File: config.mk
export PLATFORM = sky130hd
export DESIGN_NAME = fifo_pkt_reader
export DESIGN_NICKNAME = d
export VERILOG_FILES = /design/src/rtl/fifo_pkt_pkg.sv /design/src/rtl/fifo_pkt_skid.sv /design/src/rtl/fifo_pkt_reader.sv
export SDC_FILE = /design/constraint.sdc
export NUM_CORES = 1
export LEC_CHECK = 0
export CAP_MARGIN = 30
export CORE_ASPECT_RATIO = 0.6
export CORE_MARGIN = 2
export CORE_UTILIZATION = 51
export DETAILED_ROUTE_END_ITERATION = 8
export PLACE_DENSITY = 0.84
export SLEW_MARGIN = 10
export SYNTH_ARGS = -nofsm -noshare
export SYNTH_HDL_FRONTEND = slang
export SYNTH_SLANG_ARGS = --single-unit
File: constraint.sdc
create_clock -name clk -period 3.25 [get_ports clk]
set_clock_uncertainty 0.2 [all_clocks]
set_input_delay 0.4875 -clock clk [delete_from_list [all_inputs] [get_ports clk]]
set_output_delay 0.4875 -clock clk [all_outputs]
set_load 0.03 [all_outputs]
File: src/rtl/fifo_pkt_pkg.sv
// Shared types and helpers for the FIFO packet reader.
// Latency: n/a (declarations only).
// Backpressure: n/a.
package fifo_pkt_pkg;

    // Default width of the payload-length field carried in header bits [LEN_W-1:0].
    localparam int unsigned LEN_W_DEF = 8;

    // Widest data word the length helper accepts; callers zero-extend into it.
    localparam int unsigned HDR_MAX_W = 64;

    typedef enum logic {
        HDR     = 1'b0,
        PAYLOAD = 1'b1
    } pkt_state_e;

    // Returns the header word with everything above the length field cleared.
    // Callers truncate the result down to their own length width.
    function automatic logic [HDR_MAX_W-1:0] hdr_len(input logic [HDR_MAX_W-1:0] word,
                                                     input int unsigned           len_w);
        logic [HDR_MAX_W-1:0] mask;
        mask = {HDR_MAX_W{1'b1}} >> (HDR_MAX_W - len_w);
        return word & mask;
    endfunction

endpackage

File: src/rtl/fifo_pkt_skid.sv
// 2-entry output buffer between the FIFO read data and the downstream consumer.
// Latency: a pushed word is visible at the head the cycle after the push.
// Backpressure: head holds while out_rdy_i is low; upstream must not push into a full buffer.
//
// Ports:
//   clk_i, rst_i          clock, asynchronous active-high reset
//   in_vld_i, in_dat_i    push strobe and word (no ready; caller tracks space via occ_o)
//   out_vld_o, out_dat_o  head-of-buffer word
//   out_rdy_i             consumer pops the head when out_vld_o is high
//   occ_o                 number of words held (0..2)
module fifo_pkt_skid
    import fifo_pkt_pkg::*;
#(
    parameter int unsigned W = 32
) (
    input  logic         clk_i,
    input  logic         rst_i,
    input  logic         in_vld_i,
    input  logic [W-1:0] in_dat_i,
    output logic         out_vld_o,
    input  logic         out_rdy_i,
    output logic [W-1:0] out_dat_o,
    output logic [1:0]   occ_o
);

    // ent0 is always the head; ent1 only holds data when two words are buffered.
    logic [W-1:0] ent0_q, ent0_d;
    logic [W-1:0] ent1_q, ent1_d;
    logic [1:0]   occ_q, occ_d;
    logic         pop;

    assign pop = out_rdy_i & (occ_q != 2'd0);

    always_comb begin
        ent0_d = ent0_q;
        ent1_d = ent1_q;
        occ_d  = occ_q;
        case ({in_vld_i, pop})
            2'b10: begin
                if (occ_q == 2'd0) begin
                    ent0_d = in_dat_i;
                end else begin
                    ent1_d = in_dat_i;
                end
                occ_d = occ_q + 2'd1;
            end
            2'b01: begin
                ent0_d = ent1_q;
                occ_d  = occ_q - 2'd1;
            end
            2'b11: begin
                // Push and pop together: occupancy unchanged, new word lands behind the survivor.
                if (occ_q == 2'd1) begin
                    ent0_d = in_dat_i;
                end else begin
                    ent0_d = ent1_q;
                    ent1_d = in_dat_i;
                end
            end
            default: ;
        endcase
    end

    always_ff @(posedge clk_i or posedge rst_i) begin
        if (rst_i) begin
            ent0_q <= '0;
            ent1_q <= '0;
            occ_q  <= 2'd0;
        end else begin
            ent0_q <= ent0_d;
            ent1_q <= ent1_d;
            occ_q  <= occ_d;
        end
    end

    assign out_vld_o = (occ_q != 2'd0);
    assign out_dat_o = ent0_q;
    assign occ_o     = occ_q;

    a_no_overflow: assert property (@(posedge clk_i) disable iff (rst_i)
        !(in_vld_i && !pop && (occ_q == 2'd2)));

endmodule

File: src/rtl/fifo_pkt_reader.sv
// Drains the address-decoder FIFO and streams words downstream with sop/eop framing.
// Latency: first word appears 2 cycles after its fifo_rd_en; 1 word/cycle sustained.
// Backpressure: out_ready low stalls the head word; reads stop once buffer + in-flight fill 2 slots.
//
// Ports:
//   clk, rst                         clock, asynchronous active-high reset
//   enable                           permits new FIFO reads
//   fifo_empty, fifo_data            FIFO read side (data valid 1 cycle after fifo_rd_en)
//   fifo_rd_en, fifo_en              FIFO pop strobe, FIFO enable (enable | busy)
//   out_valid, out_ready, out_data   downstream valid/ready word stream
//   out_sop, out_eop                 framing of the current out_data word
//   busy                             packet open, read in flight, or words buffered
module fifo_pkt_reader
    import fifo_pkt_pkg::*;
#(
    parameter int unsigned W_WIDTH = 32,
    parameter int unsigned LEN_W   = LEN_W_DEF
) (
    input  logic               clk,
    input  logic               rst,
    input  logic               enable,
    input  logic               fifo_empty,
    input  logic [W_WIDTH-1:0] fifo_data,
    output logic               fifo_rd_en,
    output logic               fifo_en,
    output logic               out_valid,
    input  logic               out_ready,
    output logic [W_WIDTH-1:0] out_data,
    output logic               out_sop,
    output logic               out_eop,
    output logic               busy
);

    logic             inflight_q, inflight_d;
    pkt_state_e       state_q, state_d;
    logic [LEN_W-1:0] rem_q, rem_d;
    logic [1:0]       occ;
    logic             xfer;
    logic [2:0]       slots_used;
    logic [LEN_W-1:0] hdr_n;
    logic             sop_c, eop_c;

    fifo_pkt_skid #(.W(W_WIDTH)) u_skid (
        .clk_i     (clk),
        .rst_i     (rst),
        .in_vld_i  (inflight_q),
        .in_dat_i  (fifo_data),
        .out_vld_o (out_valid),
        .out_rdy_i (out_ready),
        .out_dat_o (out_data),
        .occ_o     (occ)
    );

    assign xfer = out_valid & out_ready;

    // A word leaving this cycle frees its slot, so reads keep flowing at full rate.
    // xfer implies occ >= 1, so the subtraction cannot underflow.
    assign slots_used = 3'(occ) + 3'(inflight_q) - 3'(xfer);

    // Gated by rst so no pop is issued while the block is held in reset.
    assign fifo_rd_en = ~rst & enable & ~fifo_empty & (slots_used < 3'd2);
    assign inflight_d = fifo_rd_en;

    assign hdr_n = LEN_W'(hdr_len(HDR_MAX_W'(out_data), LEN_W));

    always_ff @(posedge clk or posedge rst) begin
        if (rst) begin
            inflight_q <= 1'b0;
            state_q    <= HDR;
            rem_q      <= '0;
        end else begin
            inflight_q <= inflight_d;
            state_q    <= state_d;
            rem_q      <= rem_d;
        end
    end

    // Framing applies to the head-of-buffer word and only moves on a transfer,
    // so sop/eop stay stable while the consumer stalls.
    always_comb begin
        state_d = state_q;
        rem_d   = rem_q;
        sop_c   = 1'b0;
        eop_c   = 1'b0;
        case (state_q)
            HDR: begin
                sop_c = out_valid;
                eop_c = out_valid & (hdr_n == '0);
                if (xfer && (hdr_n != '0)) begin
                    rem_d   = hdr_n;
                    state_d = PAYLOAD;
                end
            end
            PAYLOAD: begin
                eop_c = out_valid & (rem_q == LEN_W'(1));
                if (xfer) begin
                    rem_d = rem_q - LEN_W'(1);
                    if (rem_q == LEN_W'(1)) begin
                        state_d = HDR;
                    end
                end
            end
            default: begin
                state_d = HDR;
            end
        endcase
    end

    assign out_sop = sop_c;
    assign out_eop = eop_c;
    assign busy    = (state_q == PAYLOAD) | inflight_q | out_valid;
    assign fifo_en = enable | busy;

endmodule

==> results of run 1 <==
[routing by layer]
metal	up-vias	wire length (um)	part of all wire, %	track usage (%)
met5	-	0	0	0
met4	0	170	2.1	8.401
met3	20	629	7.6	8.392
met2	101	3540	43	32.00
met1	1317	3912	47	32.56
li1	1292	-	-	-
[registers in the layout, indices dropped and copies added, names as in the netlist]
name / count
u_skid.ent1_q: 32
u_skid.out_dat_o: 32
rem_q: 8
u_skid.occ_o: 2
inflight_q: 1
state_q: 1
[worst max-delay path, stage by stage]
cell	delay, ps
clkdlybuf4s50_1	480
nor2b_1	180
nor2_1	140
o21ai_1	100
fa_1	510
nand2_1	90
nor4_4	250
buf_4	210
[synth_stat cells, types with 2 or more instances]
cell type	count	area share, %
nand2b_1	3	0.52
buf_2	6	0.83
buf_6	2	0.62
inv_1	7	0.73
maj3_1	2	0.55
and3_1	2	0.35
nor4_1	6	1.0
a31oi_1	2	0.35
buf_4	3	0.62
ha_1	4	1.4
or4_1	2	0.42
dfrtp_1	76	53
a21oi_1	7	0.97
mux2i_1	33	9.1
mux2_2	31	9.7
o21ai_0	42	5.8
o211ai_1	2	0.42
nor3_1	2	0.28
or3_1	2	0.35
clkbuf_1	10	1.0
nand2_1	44	4.6
nor2_1	6	0.62
[per-stage QoR]
stage          power, mW  instance area [um2]  setup WS [ps]  hold slack, ps  utilization, %
2_1_floorplan      2.808                 3631          131.8           257.4               -
6_report           4.699                 4860          119.2           273.5           71.86
3_5_place_dp       3.528                 4489          99.60           269.1           66.38
5_1_grt            4.984                 4860          24.62           304.6           71.86
3_3_place_gp       3.442                 4489          233.4           261.4           66.38
4_1_cts            4.682                 4825          4.132           282.7           71.34
[cell type report]
cell class              instances  area [um2]
clock buffers                  12       236.5
clock inverters                 4       97.59
fillers                       471        1903
inverters                       8       31.28
multi-input cells             215        1609
flip-flops and latches         76        1903
well taps                      87       108.9
repair buffers                 89       873.3
[what timing repair did]
item / 4_1_cts / 5_1_grt
cloned: 0 / 0
setup buffers: 0 / 3
hold buffers: 0 / 0
gates resized for setup: 4 / 3
setup endpoints to repair: 3 / 1
[power by group]
part	leakage [nW]	internal [mW]	switching [mW]	total, mW
Clock	0.157	0.751	0.376	1.13
Sequential	0.946	1.34	0.274	1.61
Combinational	1.06	0.887	1.07	1.96
Total	2.16	2.98	1.72	4.70
[cell families after synthesis]
logic type,after synthesis
and+or+nand+nor,75
xor gates and xnor gates,2
adders and majority gates,7
muxes,65
AOI/OAI and AO/OA,66
buffers and inverters,30
DFF,76
[path summary, 6_finish.rpt]
path / from / endpoint / slack, ps / cells after the start
hold / removal: u_skid.out_dat_o[29]$_DFFE_PP0P_ / u_skid.out_dat_o[29]$_DFFE_PP0P_ / 270 / 2
setup / recovery: out_ready / fifo_rd_en / 120 / 8
hold reg to reg: u_skid.out_dat_o[29]$_DFFE_PP0P_ / u_skid.out_dat_o[29]$_DFFE_PP0P_ / 270 / 2
setup reg to reg: u_skid.occ_o[0]$_DFFE_PP0P_ / u_skid.ent1_q[5]$_DFFE_PP0P_ / 980 / 7
min in group asynchronous: rst / u_skid.out_dat_o[26]$_DFFE_PP0P_ / 460 / 2
max in group asynchronous: rst / u_skid.occ_o[1]$_DFFE_PP0P_ / 1760 / 3
==> run metrics, run 1 <==
Yosys cell types=approximately 50; Mean Syn Cell Area=approximately 11 um2; CP Capture Type=output pin; ratio of total power to cell area=966.9 nW/um2; clock slew at reported path FFs=50 ps; number of synthesized flops with an enable pin=0; outcome=finished clean; vias in the first global route=2,791; DRC violations left=0; port bufs=74; Die H=a little under 70 um; routability cong.=0.8791; share of cells above drive strength 1=18.81%; multiplexer share of the synthesized area=19.10%; H-tree depth=3; min-delay worst type=register to register; sequential-to-total area share from yosys stat=52.60%; CTS Buf Count=9; Async SR Flop Fraction=100.0%; xor and xnor area share after synthesis=0.4844%; Core Box Area=6763 um2; num ports=75; #FFs+latches synth=76; fin cells=491; Final period util=96.33%; drt initial violations=169; hpwl dp=5824 um; TritonRoute pass-1 iters=4; highest-count cells in the layout ignoring fill and taps=75 x dfrtp_1, 71 x clkdlybuf4s50_1, 43 x nand2_1, 41 x o21ai_0, 33 x mux2i_1; max cap viols=0; Worst Setup Start Kind=input port; overall routing resource usage=22.83%; maximum fanout along the worst path=4; Nets=around 440; CTS Buffer Depth=2; Max-slew headroom=56.72%; Initial Utilization=53.47%; fin crit period=3131 ps; final WL=8252 um; die span in x=112.7 um; Root Buffer=clkbuf_16; FP Rows=23; worst vdd ir=0.0005751 V; Slew Viols, Final=0; CTS tree=built; Placed Cells=472; CP Class=input port to output pin; Critical Path RT=2560 ps; Synth warnings=0; Remaining Overflow, GRT=0; vias=2,730; first-pass GRT wire length=13,850 um; Synth Flop Type=dfrtp_1; Max Freq=approximately 0.32 GHz; RSZ-0062 raised after global routing=false; Mapped Cells=321; initial antenna violation count=0; final hold viol count=0; wire length per cell=16.81 um; # diodes=0; die area=7802 um2; clock sink count=76; main combinational cell family by area after synthesis=multiplexers; Compound-Gate Fraction of Synth Area=11.14%; syn nets=between 300 and 400; area growth from synthesis to layout=34.39%; Adder-Cell Fraction of Synth Area=under 10%; Leakage=approximately 2.2 nW; Final ANT Viol Nets=0; Setup-failing EPs final=0; Worst-Margin Slew=about 640 ps; clock latency on the worst-skew pair=340 ps; Post-Syn Area=~3600 um2; Simple-Gate Fraction of Synth Area=about a tenth; Vias per Instance=approximately 5.6; most common cell after layout, fill and taps aside=dfrtp_1; Critical Path AT=2440 ps; largest net degree at the start of global routing=43; setup TNS=0 ps
Note: power is estimated with default switching activity, not from simulation.
==> inputs of run 2 (changes only) <==
--- a/config.mk
+++ b/config.mk
@@ -10,6 +10,7 @@
 export CORE_MARGIN = 2
 export CORE_UTILIZATION = 51
 export DETAILED_ROUTE_END_ITERATION = 8
+export GPL_ROUTABILITY_DRIVEN = 0
 export PLACE_DENSITY = 0.84
 export SLEW_MARGIN = 10
 export SYNTH_ARGS = -nofsm -noshare
==> results of run 2 <==
Final layout, timing and power as in run 1 (identical DEF).
